==> src/rtl/rag_csd_sched_pkg.sv <==
// Shared types and defaults for the normalizer scheduler.
package rag_csd_sched_pkg;

    typedef enum logic [1:0] {
        S_IDLE,
        S_ISSUE,
        S_WAIT,
        S_RESP
    } sched_state_t;

    localparam int DEFAULT_TIMEOUT = 64;

endpackage

==> src/rtl/rr_arbiter.sv <==
// Combinational round-robin arbiter: first asserted request at or after rr_ptr,
// scanning upward and wrapping. Produces a one-hot grant plus its index.
module rr_arbiter #(
    parameter int NUM_REQ = 4,
    parameter int IDX_W   = $clog2(NUM_REQ)
) (
    input  logic [NUM_REQ-1:0] req,
    input  logic [IDX_W-1:0]   rr_ptr,
    output logic [NUM_REQ-1:0] grant,
    output logic [IDX_W-1:0]   grant_idx,
    output logic               grant_vld
);

    logic [IDX_W-1:0] scan_idx;

    // Walk the requesters in priority order starting from rr_ptr; keep the first hit.
    always_comb begin
        grant     = '0;
        grant_idx = '0;
        grant_vld = 1'b0;
        scan_idx  = '0;
        for (int i = 0; i < NUM_REQ; i++) begin
            scan_idx = IDX_W'((int'(rr_ptr) + i) % NUM_REQ);
            if (!grant_vld && req[scan_idx]) begin
                grant[scan_idx] = 1'b1;
                grant_idx       = scan_idx;
                grant_vld       = 1'b1;
            end
        end
    end

endmodule

==> src/rtl/normalizer_scheduler.sv <==
// Time-shares one embedding normalizer among NUM_REQ requesters: round-robin
// grant, one start pulse per operation, rising-edge completion detect, tagged
// response, and a completion timeout that latches a sticky hang flag.
module normalizer_scheduler
    import rag_csd_sched_pkg::*;
#(
    parameter int NUM_REQ        = 4,
    parameter int TAG_W          = 8,
    parameter int TIMEOUT_CYCLES = DEFAULT_TIMEOUT,
    parameter int IDX_W          = $clog2(NUM_REQ)
) (
    input  logic                          clk,
    input  logic                          rst,
    input  logic [NUM_REQ-1:0]            req_valid,
    input  logic [NUM_REQ-1:0][TAG_W-1:0] req_tag,
    output logic [NUM_REQ-1:0]            req_ready,
    output logic [IDX_W-1:0]              norm_sel,
    output logic                          norm_start,
    input  logic                          norm_done,
    output logic [NUM_REQ-1:0]            resp_valid,
    input  logic [NUM_REQ-1:0]            resp_ready,
    output logic [TAG_W-1:0]              resp_tag,
    output logic                          resp_err,
    output logic                          busy,
    output logic                          norm_hung
);

    localparam int               CNT_W    = $clog2(TIMEOUT_CYCLES);
    localparam logic [CNT_W-1:0] CNT_LAST = CNT_W'(TIMEOUT_CYCLES - 1);
    localparam logic [IDX_W-1:0] IDX_LAST = IDX_W'(NUM_REQ - 1);

    sched_state_t     state_q, state_d;
    logic [IDX_W-1:0] rr_ptr_q;
    logic [IDX_W-1:0] idx_q;
    logic [TAG_W-1:0] tag_q;
    logic             err_q;
    logic             hung_q;
    logic             done_q;
    logic [CNT_W-1:0] wait_cnt_q;

    logic [NUM_REQ-1:0] arb_grant;
    logic [IDX_W-1:0]   arb_idx;
    logic               arb_vld;
    logic               arb_en;
    logic               take;
    logic               done_rise;
    logic               timeout;
    logic               resp_hs;

    // Arbitration only happens in IDLE and never once the normalizer is declared hung.
    assign arb_en    = (state_q == S_IDLE) && !hung_q;
    assign take      = arb_en && arb_vld;
    // Edge detect: a done level left high by the previous operation must not complete this one.
    assign done_rise = norm_done & ~done_q;
    assign timeout   = (wait_cnt_q == CNT_LAST);
    assign resp_hs   = resp_ready[idx_q];

    rr_arbiter #(
        .NUM_REQ (NUM_REQ),
        .IDX_W   (IDX_W)
    ) u_arb (
        .req       (req_valid & {NUM_REQ{arb_en}}),
        .rr_ptr    (rr_ptr_q),
        .grant     (arb_grant),
        .grant_idx (arb_idx),
        .grant_vld (arb_vld)
    );

    // State register.
    always_ff @(posedge clk or posedge rst) begin
        if (rst) state_q <= S_IDLE;
        else     state_q <= state_d;
    end

    // Next-state and handshake outputs.
    always_comb begin
        state_d    = state_q;
        req_ready  = '0;
        norm_start = 1'b0;
        resp_valid = '0;
        unique case (state_q)
            S_IDLE: begin
                req_ready = arb_grant;
                if (take) state_d = S_ISSUE;
            end
            S_ISSUE: begin
                norm_start = 1'b1;
                state_d    = S_WAIT;
            end
            S_WAIT: begin
                if (done_rise || timeout) state_d = S_RESP;
            end
            S_RESP: begin
                resp_valid[idx_q] = 1'b1;
                if (resp_hs) state_d = S_IDLE;
            end
            default: state_d = S_IDLE;
        endcase
    end

    // Request context, wait counter, completion status and round-robin pointer.
    always_ff @(posedge clk or posedge rst) begin
        if (rst) begin
            rr_ptr_q   <= '0;
            idx_q      <= '0;
            tag_q      <= '0;
            err_q      <= 1'b0;
            hung_q     <= 1'b0;
            done_q     <= 1'b0;
            wait_cnt_q <= '0;
        end else begin
            done_q <= norm_done;
            unique case (state_q)
                S_IDLE: begin
                    if (take) begin
                        idx_q <= arb_idx;
                        tag_q <= req_tag[arb_idx];
                        err_q <= 1'b0;
                    end
                end
                S_ISSUE: wait_cnt_q <= '0;
                S_WAIT: begin
                    // A completion edge on the last allowed cycle still counts as success.
                    if (done_rise) begin
                        err_q <= 1'b0;
                    end else if (timeout) begin
                        err_q  <= 1'b1;
                        hung_q <= 1'b1;
                    end else begin
                        wait_cnt_q <= wait_cnt_q + 1'b1;
                    end
                end
                S_RESP: begin
                    if (resp_hs) rr_ptr_q <= (idx_q == IDX_LAST) ? '0 : idx_q + 1'b1;
                end
                default: ;
            endcase
        end
    end

    assign norm_sel  = idx_q;
    assign resp_tag  = tag_q;
    assign resp_err  = err_q;
    assign busy      = (state_q != S_IDLE);
    assign norm_hung = hung_q;

endmodule

==> config.mk <==
export PLATFORM = sky130hd
export DESIGN_NAME = normalizer_scheduler
export DESIGN_NICKNAME = d
export VERILOG_FILES = /design/src/rtl/rag_csd_sched_pkg.sv /design/src/rtl/rr_arbiter.sv /design/src/rtl/normalizer_scheduler.sv
export SDC_FILE = /design/constraint.sdc
export NUM_CORES = 1
export LEC_CHECK = 0
export ABC_AREA = 1
export BUFFER_PORTS_ARGS = -buffer_cell sky130_fd_sc_hd__buf_4
export CORE_MARGIN = 2
export CORE_UTILIZATION = 53
export DETAILED_ROUTE_END_ITERATION = 8
export PLACE_DENSITY = 0.93
export SLEW_MARGIN = 20
export SYNTH_ARGS = -nofsm -noshare
export SYNTH_HDL_FRONTEND = slang
export SYNTH_HIERARCHICAL = 1
export SYNTH_SLANG_ARGS = --single-unit
export TNS_END_PERCENT = 30
==> constraint.sdc <==
create_clock -name clk -period 5.7 [get_ports clk]
set_clock_uncertainty 0.1 [all_clocks]
set_input_delay 0.57 -clock clk [delete_from_list [all_inputs] [get_ports clk]]
set_output_delay 0.57 -clock clk [all_outputs]
set_load 0.03 [all_outputs]
### Yosys cells after proc, flatten, opt, wreduce, memory -nomap -nowiden

Cells that the tools add are included.

| storage, ports and cells | value |
|---|---|
| register bits | 23 |
| input port bits | 43 |
| output and inout port bits | 22 |
| logic and storage cells | 116 |

| cells by class | value |
|---|---|
| add/subtract/negate cells | 5 |
| $lt $le $gt $ge | 11 |
| equality and inequality tests | 11 |
| mux-type cells | 49 |
| bitwise logic cells | 7 |
| reductions and logical operators | 25 |

Operators with widths:

| operator | count |
|---|---|
| $mux 4 | 6 |
| $lt 2x3->1 const B | 6 |
| $mux 1 | 18 |
| $bmux 8 s2 | 1 |
| $mux 2 | 8 |
| $mux 6 | 2 |
| $or 4x4->4 | 3 |
| $pmux 6 s2 | 1 |
| $reduce_and 3->1 | 4 |
| $bmux 1 s2 | 5 |
| $demux 1 s2 | 5 |
| $ge 2x1->1 const B | 5 |
| $logic_and 1x1->1 | 10 |
| $ne 2x2->1 const B | 5 |
| $mux 8 | 1 |
| $pmux 2 s4 | 1 |
| $add 6x1->6 const B | 1 |
| $eq 2x2->1 const B | 3 |
| $eq 6x6->1 const B | 1 |
| $reduce_bool 2->1 | 3 |
| $add 2x1->2 const B | 2 |
| $add 2x2->2 const B | 2 |
| $and 4x4->4 | 1 |
| $logic_not 1->1 | 4 |
| other kinds (8) | 10 |

### Depth between registers and ports, before layout

Gate-level depths: netlist (run 1).

| depth | value |
|---|---|
| depth in word-level cells | 18 |
| gate-level depth with buffers | 19 |
| mapped depth without buffers | 17 |

### By module

The synthesis (run 1) kept the hierarchy.

By module, submodules not included:

| module | times used | cells each | area each (µm²) | seq. area each (µm²) |
|---|---|---|---|---|
| normalizer_scheduler | 1 | 214 | 1546.5 | 575.6 |
| rr_arbiter | 1 | 74 | 435.4 | 0.0 |

### Worst setup path before layout (run 1)

No wires, ideal clock.

| timing path | value |
|---|---|
| kind | register to output |
| start | register state_q[0] |
| end | output port req_ready[1] |
| arrival time | 1.899 ns |
| required time | 5.030 ns |
| setup slack | 3.131 ns |
| cell stages (with the launch flop) | 16 |
| path buffers | 2 |
| path through | dfrtp_1 -> inv_1 -> ha_1 -> buf_6 -> nand2_1 -> nor2_1 -> inv_1 -> nand2_1 -> nand3_2 -> nand2_4 -> nor2_4 -> buf_6 -> nand3_1 -> nand3_1 -> nand2_1 -> inv_1 |

| between the ends | value |
|---|---|
| longest elaborated chain between the ends | 16 |
| elaborated cells between the ends (all ways) | 28 |
| classes of those cells | mux: 16; bitwise: 4; reduce/logical: 8 |

RTL lines:

| item | RTL line | RTL |
|---|---|---|
| start, declared | normalizer_scheduler.sv:32 | `sched_state_t state_q, state_d;` |
| start signal, assigned | normalizer_scheduler.sv:72 | `else state_q <= state_d;` |
| $logic_not 2->1 (*) | normalizer_scheduler.sv:51 | `assign arb_en = (state_q == S_IDLE) && !hung_q;` |
| $logic_and 1x1->1 (*) | normalizer_scheduler.sv:51 |  |
| $and 4x4->4 (*) | normalizer_scheduler.sv:62 | `.req (req_valid & {NUM_REQ{arb_en}}),` |
| $bmux 1 s2 | rr_arbiter.sv:24 | `if (!grant_vld && req[scan_idx]) begin` |
| $mux 1 (implied by the code) | rr_arbiter.sv:24 |  |
| $mux 1 | rr_arbiter.sv:24 |  |
| $logic_not 1->1 | rr_arbiter.sv:24 |  |
| $logic_and 1x1->1 | rr_arbiter.sv:24 |  |
| $mux 1 | rr_arbiter.sv:24 |  |
| $logic_not 1->1 | rr_arbiter.sv:24 |  |
| $logic_and 1x1->1 | rr_arbiter.sv:24 |  |
| $mux 1 | rr_arbiter.sv:24 |  |
| $logic_not 1->1 | rr_arbiter.sv:24 |  |
| $logic_and 1x1->1 | rr_arbiter.sv:24 |  |
| $mux 4 (*) | rr_arbiter.sv:24 |  |
| via arb_grant[1] | normalizer_scheduler.sv:41 | `logic [NUM_REQ-1:0] arb_grant;` |
| $mux 4 (*) | normalizer_scheduler.sv:81 | `unique case (state_q)` |
| end, declared | normalizer_scheduler.sv:16 | `output logic [NUM_REQ-1:0] req_ready,` |

Mark *: on every way through the listed nets, which the timed path passes. The rest lies on a longest branch. The select of a mux whose other input is x is not followed.

### Final worst setup path (run 1)

| timing path | value |
|---|---|
| start | register state_q[1] |
| end | register tag_q[1] (netlist: resp_tag[1]) |

| between the ends | value |
|---|---|
| longest elaborated chain between the ends | 17 |
| elaborated cells between the ends (all ways) | 29 |
| classes of those cells | mux: 18; bitwise: 1; reduce/logical: 10 |

RTL lines:

| item | RTL line | RTL |
|---|---|---|
| $logic_not 2->1 (*) | normalizer_scheduler.sv:51 |  |
| $logic_and 1x1->1 (*) | normalizer_scheduler.sv:51 |  |
| $and 4x4->4 (*) | normalizer_scheduler.sv:62 |  |
| $bmux 1 s2 | rr_arbiter.sv:24 |  |
| $mux 1 (implied by the code) | rr_arbiter.sv:24 |  |
| $mux 1 | rr_arbiter.sv:24 |  |
| $logic_not 1->1 | rr_arbiter.sv:24 |  |
| $logic_and 1x1->1 | rr_arbiter.sv:24 |  |
| [2 not listed] | n/a |  |
| $logic_and 1x1->1 | rr_arbiter.sv:24 |  |
| $mux 1 | rr_arbiter.sv:24 |  |
| $logic_not 1->1 | rr_arbiter.sv:24 |  |
| $logic_and 1x1->1 | rr_arbiter.sv:24 |  |
| $mux 2 (*) | rr_arbiter.sv:24 |  |
| via arb_idx[0] | normalizer_scheduler.sv:42 | `logic [IDX_W-1:0] arb_idx;` |
| $bmux 8 s2 (*) | normalizer_scheduler.sv:117 | `tag_q <= req_tag[arb_idx];` |
| $mux 8 (implied by the code) (*) | normalizer_scheduler.sv:117 |  |
| end signal, assigned | normalizer_scheduler.sv:117 |  |
| end, declared | normalizer_scheduler.sv:35 | `logic [TAG_W-1:0] tag_q;` |

Marked as above.
A chain may end at the register's enable or synchronous reset.

==> flow_metrics.env, run 1 <==
export IMPL_power_leakage_nw=1.400
export IMPL_clk_pin_slew_worst_paths_ns=0.09
export IMPL_seq_area_sq_um=575.6
export IMPL_min_period_ns=3.377
export IMPL_dp_final_hpwl_mm=3.893
export IMPL_multiInputGateArea_sq_um=1210
export IMPL_synth_area_sq_um=1982
export IMPL_drc=0
export IMPL_cp_end_kind="flop"
export IMPL_initial_core_util_pct=54.55
export IMPL_max_stage_delay_ns=0.44
export IMPL_grt_max_degree=24
export IMPL_final_nets=410
export IMPL_first_global_vias=1870
export IMPL_worstMarginPinSlew_ns=0.9041
export IMPL_fillers=301
export IMPL_setup_violations=0
export IMPL_grt_first_pass_wirelength_mm=8.169
export IMPL_syn_avg_cell_area_sq_um=6.882
export IMPL_worstSkewPairLatency_ns=0.27
export IMPL_power_density_nw_per_um2=119.1
export IMPL_cts_tree="built"
export IMPL_post_cts_buffers=0
export IMPL_viasPerCell=5.271
export IMPL_hold_viol_final=0
export IMPL_yosys_warnings=6
export IMPL_rsz0062_at_grt="false"
export IMPL_antenna_found_initial=0
export IMPL_crit_chain="inv_1 -> ha_1 -> nand2_1 -> nor2_1 -> inv_1 -> nand2_1 -> nand3_2 -> nand2_4 -> nor2_2 -> a21oi_1 -> nand3_1 -> inv_2 -> o21ai_0 -> o22ai_1 -> nand2_1 -> nand2_1"
export IMPL_syn_nets=346
export IMPL_hold_path_cell_count=1
export IMPL_rr_startpoint="state_q[1]$_DFFE_PP0P_"
export IMPL_hold_class="primary input to flop"
export IMPL_firstDrtPassIters=5
export IMPL_ir_worst_vdd_mv=0.09120
export IMPL_ant_nets=0
export IMPL_cts_buffers=3
export IMPL_dieArea_sq_um=4245
export IMPL_routabilityCongestion=0.9066
export IMPL_worstPathArrival_ns=3.49
export IMPL_fmax_mhz=296.1
export IMPL_min_from="norm_done"
export IMPL_syn2layout_area_growth_pct=27.08
export IMPL_syn_inst=288
export IMPL_drt_initial_drc_count=128
export IMPL_cts_root_buf="clkbuf_8"
export IMPL_cpMaxStageDelayCell="nand3_1"
export IMPL_drv_cap=0
export IMPL_required_ns=5.81
export IMPL_totalWireLength_mm=4.923
export IMPL_io_pin_count=65
export IMPL_core_sq_um=3633
export IMPL_io_buffer_count=64
export IMPL_ctsHtreeMaxLevel=1
export IMPL_yosys_register_bits=23
export IMPL_max_slew_margin_pct=39.66
export IMPL_drive_above_1_share_pct=26.78
export IMPL_slew_violations=0
export IMPL_cts_resized=0
export IMPL_wl_per_cell_microns=12.34
export IMPL_worstSetupStartpointType="flop"
export IMPL_clkSinkCount=23
export IMPL_rrSetupSlack_ns=2.32
export IMPL_reg2reg_depth=16
export IMPL_die_w_microns=65.15
export IMPL_ys_seq_area_share_pct=29.04
export IMPL_tns_ns=0
export IMPL_fin_hold_ws_ns=0.3143
export IMPL_status="finished clean"
export IMPL_synthDistinctLibCells=27
export IMPL_finalCritPeriodShare_pct=59.24
export IMPL_crit_path_max_fanout=17
export IMPL_rows=22
export IMPL_clock_path_buffers=2
export IMPL_r2r_end="resp_tag[1]$_DFFE_PP0P_"
export IMPL_n_antenna_cell=0
export IMPL_via_count=2103
export IMPL_die_y_microns=65.15
export IMPL_holdPathEnd="done_q$_DFF_PP0_"
export IMPL_overflow=0
export IMPL_cts_hold_buf=0
export IMPL_worst_path_most_repeated_cell="nand2_1"
export IMPL_crit_type="flop to flop"
export IMPL_grt_usage_pct=24.06
[critical path, delay by kind of cell, from the launching register on]
kind            cells  cell delay (ns)
compound gates      3             0.47
fa+ha+maj           1             0.33
buf+inv             3             0.58
flops               1             0.43
simple gates        9             1.41
[cells in the mapped netlist (all sizes together)]
master | count | area share, %
nand2 | 90 | 19
o22ai | 8 | 2.5
dfrtp | 23 | 29
ha | 15 | 9.5
buf | 5 | 2.5
nor2 | 35 | 9.2
nand4 | 7 | 2.2
or2 | 1 | 0.32
nand3b | 1 | 0.38
o31ai | 1 | 0.38
inv | 39 | 7.4
a21oi | 8 | 2.0
nand3 | 26 | 8.0
xor2 | 1 | 0.44
nor3 | 1 | 0.25
o21ai | 23 | 5.8
a21boi | 4 | 1.5
[stage by stage]
stage	std cells	utilization, %	total power, W	setup slack (ns)	instance area, sq um
floorplan	288	-	0.0001736	3.131	1982
global placement	395	68.04	0.0001972	2.682	2472
detailed placement	395	68.04	0.0001974	2.370	2472
CTS	399	69.32	0.0002985	2.362	2519
global route	399	69.32	0.0003098	2.050	2519
finish	399	69.32	0.0002999	2.323	2519
[cell type report]
class,instances,area share [%]
clock buffer,3,1.639
clock inverter,1,0.1987
inverter,39,5.812
multi-input combinational,221,48.04
sequential,23,22.85
tap,48,2.384
timing repair buffer,64,19.08
[power breakdown]
part	switching (W)	leakage (nW)	internal (W)	total [W]
Sequential	0.0000000912	0.314	0.000163	0.000163
Combinational	0.0000101	1.06	0.0000203	0.0000304
Clock	0.0000572	0.0255	0.0000489	0.000106
[cells in the final DEF, fill, tap and decap left out, types with 4 or more instances in the layout]
cell,instances
ha_1,15
o22ai_1,8
nand2_1,80
nor2_4,4
nand4_1,7
o21ai_0,20
nand3_1,22
a21boi_0,4
nor2_1,28
inv_2,4
nand2_2,9
inv_1,35
buf_4,64
dfrtp_1,23
a21oi_1,8
[state kept, by name, summed over array words and instances (netlist names)]
name        cells
done_q          1
wait_cnt_q      6
rr_ptr_q        2
state_q         2
resp_tag        8
resp_err        1
norm_sel        2
norm_hung       1
[worst max path at each step]
stage                                      start                       to  slack [ns]  cells after the start
after detailed placement  state_q[0]$_DFFE_PP0P_  resp_tag[1]$_DFFE_PP0P_        2.37                     16
after global routing      state_q[1]$_DFFE_PP0P_  resp_tag[1]$_DFFE_PP0P_        2.05                     16
final                     state_q[1]$_DFFE_PP0P_  resp_tag[1]$_DFFE_PP0P_        2.32                     16
after CTS                 state_q[0]$_DFFE_PP0P_  resp_tag[1]$_DFFE_PP0P_        2.36                     16
after global placement    state_q[0]$_DFFE_PP0P_  resp_tag[1]$_DFFE_PP0P_        2.68                     16
after floorplan           state_q[0]$_DFFE_PP0P_             req_ready[1]        3.13                     15
[cells by family (layout without fill, tap and decap cells)]
family | Yosys count | in the layout | share of synthesized area [%]
compound gates | 44 | 44 | 12.25
xor+xnor | 1 | 1 | 0.4420
fa+ha+maj | 15 | 15 | 9.470
buf+inv | 44 | 107 | 9.911
flops | 23 | 23 | 29.04
simple gates | 161 | 161 | 38.89
[metal layers]
layer | vias up | GRT usage (%) | share of wire, %
met5 | - | 0 | 0
met2 | 116 | 39.95 | 47
met1 | 928 | 33.04 | 43
li1 | 1051 | - | -
met4 | 0 | 7.031 | 1.4
met3 | 8 | 3.082 | 8.2
No activity file was read; power rests on OpenSTA's default activity.
==> inputs of run 2 (changes only) <==
- CORE_UTILIZATION: 53 -> 46
- PLACE_DENSITY: 0.93 -> 0.87
- clock period: 5.7 -> 2.75 ns (I/O delays scaled with it)
==> run 2 against run 1 <==
- register-to-register slack got worse by 2.1 ns
- routed wire length up 6.4%
- die area increased by 14%
- flip-flop and latch count unchanged
- sequential share of layout area fell by 1.4 points
- worst hold slack worse by 0.29 ns
- sequential power up 110%
- global-route usage shrank 3.3 points
- via count increased by 2.6%
- first-iteration DRC count up 10%
- clock-buffer cell count is the same
- clock power up 100%
==> flow_metrics.env, run 2 (synthesized netlist as in run 1, its figures left out) <==
export IMPL_power_leakage_nw=1.468
export IMPL_overflow=0
export IMPL_fmax_mhz=384.2
export IMPL_drc=0
export IMPL_ctsHtreeMaxLevel=1
export IMPL_cts_root_buf="clkbuf_8"
export IMPL_power_share_clock_pct=34.5
export IMPL_die_y_microns=69.64
export IMPL_cts_tree="built"
export IMPL_largest_reg_flops=8
export IMPL_crit_family="simple AND/OR/NAND/NOR gates"
export IMPL_internal_power_w=0.0004819
export IMPL_firstDrtPassIters=4
export IMPL_final_nets=422
export IMPL_io_buffer_count=64
export IMPL_drive_above_1_share_pct=31.68
export IMPL_ant_nets=0
export IMPL_stdcell_count=413
export IMPL_min_period_ns=2.603
export IMPL_syn2layout_area_growth_pct=35.16
export IMPL_worstSkewPairLatency_ns=0.27
export IMPL_first_global_vias=1998
export IMPL_drt_initial_drc_count=141
export IMPL_max_stage_delay_ns=0.41
export IMPL_fin_util_pct=65.55
export IMPL_hold_viol_final=0
export IMPL_cts_hold_buf=0
export IMPL_final_cell_mix="nand2_1, buf_4, inv_1, nor2_1, dfrtp_1"
export IMPL_cp_end_kind="output pin"
export IMPL_hold_class="primary input to flop"
export IMPL_grt_usage_pct=20.74
export IMPL_core_sq_um=4086
export IMPL_cts_buffers=3
export IMPL_tns_ns=0
export IMPL_grt_first_pass_wirelength_mm=8.466
export IMPL_clk_pin_slew_worst_paths_ns=0.09
export IMPL_p_switching_w=0.0001325
export IMPL_slew_violations=0
export IMPL_routabilityCongestion=0.8773
export IMPL_worstPathArrival_ns=2.23
export IMPL_dp_cells=405
export IMPL_crit_path_max_fanout=10
export IMPL_required_ns=2.38
export IMPL_crit_chain="inv_1 -> ha_4 -> nand2_4 -> nor2_4 -> inv_1 -> nand2_1 -> nand3_4 -> nand2_4 -> nor2_4 -> buf_4 -> nand4_1 -> nand3_1 -> nand2_1 -> inv_1 -> buf_4"
export IMPL_antenna_found_initial=0
export IMPL_finalCritPeriodShare_pct=94.65
export IMPL_status="finished clean"
export IMPL_cpMaxStageDelayCell="dfrtp_1"
export IMPL_die_w_microns=69.64
export IMPL_worst_path_most_repeated_cell="inv_1"
export IMPL_place_area_sq_um=2535
export IMPL_io_pin_count=65
export IMPL_pwr_share_comb_pct=10.4
export IMPL_max_slew_margin_pct=41.73
export IMPL_initial_core_util_pct=48.50
export IMPL_clkSinkCount=23
export IMPL_dieArea_sq_um=4850
export IMPL_viasPerCell=5.223
export IMPL_grt_max_degree=24
export IMPL_n_antenna_cell=0
export IMPL_dp_final_hpwl_mm=3.861
export IMPL_stdcell_area_sq_um=2679
export IMPL_wl_per_cell_microns=12.68
export IMPL_via_count=2157
export IMPL_switching_share_pct=21.57
export IMPL_drv_cap=0
export IMPL_worstSetupStartpointType="flop"
export IMPL_crit_type="flop to output pin"
export IMPL_setup_violations=0
export IMPL_clock_path_buffers=2
export IMPL_worstMarginPinSlew_ns=0.8731
export IMPL_ir_worst_vdd_mv=0.2179
export IMPL_seqPwrFrac_pct=55.1
export IMPL_totalWireLength_mm=5.236
export IMPL_worst_path_buf_inv=5
export IMPL_final_common_cell="nand2_1"
export IMPL_rows=23
export IMPL_power_density_nw_per_um2=229.4
[run 2: power groups by stage]
| stage | combinational (W) | clock (W) | sequential, W |
|---|---|---|---|
| 2_1_floorplan | 0.0000143 | 0 | 0.000345 |
| 3_3_place_gp | 0.0000622 | 0 | 0.000346 |
| 3_5_place_dp | 0.0000628 | 0 | 0.000346 |
| 4_1_cts | 0.0000630 | 0.000218 | 0.000339 |
| 5_1_grt | 0.0000708 | 0.000229 | 0.000339 |
| 6_report | 0.0000638 | 0.000212 | 0.000339 |
[run 2: final timing paths]
check                                           from                   endpoint  slack (ns)  cells past startpoint
max                           state_q[1]$_DFFE_PP0P_               req_ready[0]        0.15                     15
max in group asynchronous                        rst    resp_tag[7]$_DFFE_PP0P_        1.92                      2
max reg2reg                   state_q[1]$_DFFE_PP0P_    resp_tag[0]$_DFFE_PP0P_        0.20                     16
min                                        norm_done           done_q$_DFF_PP0_        0.02                      1
min in group asynchronous                        rst  wait_cnt_q[1]$_DFFE_PP0P_        0.09                      2
min reg2reg                wait_cnt_q[5]$_DFFE_PP0P_  wait_cnt_q[5]$_DFFE_PP0P_        0.39                      1
[run 2: what timing repair did]
action,4_1_cts,5_1_grt
resized for setup,0,17
buffers inserted,0,4
setup endpoints to repair,0,15
[run 2: routing by layer]
metal / GRT usage, % / wire length [microns] / up-vias
met1: 25.95 / 2191 / 979
met5: 0 / 0 / -
met4: 6.197 / 79 / 0
met3: 3.779 / 381 / 8
li1: - / - / 1079
met2: 36.32 / 2583 / 91
[run 2: metrics by stage]
step	total power, W	setup WS [ns]	hold WS, ns
after floorplan	0.0003598	0.2352	0.1769
after global placement	0.0004077	0.1645	0.2958
after detailed placement	0.0004084	0.07009	0.2970
after CTS	0.0006198	0.004246	0.01356
after global routing	0.0006389	-0.01250	0.009864
final	0.0006144	0.1472	0.02111
[run 2: final cells by class]
cell class / instances / area (sq um)
repair buffers: 76 / 570.5
inverters: 39 / 148.9
multi-input cells: 221 / 1275
flip-flops and latches: 23 / 575.6
fillers: 357 / 1408
clock buffers: 3 / 41.29
clock inverters: 1 / 5.005
well taps: 50 / 62.56
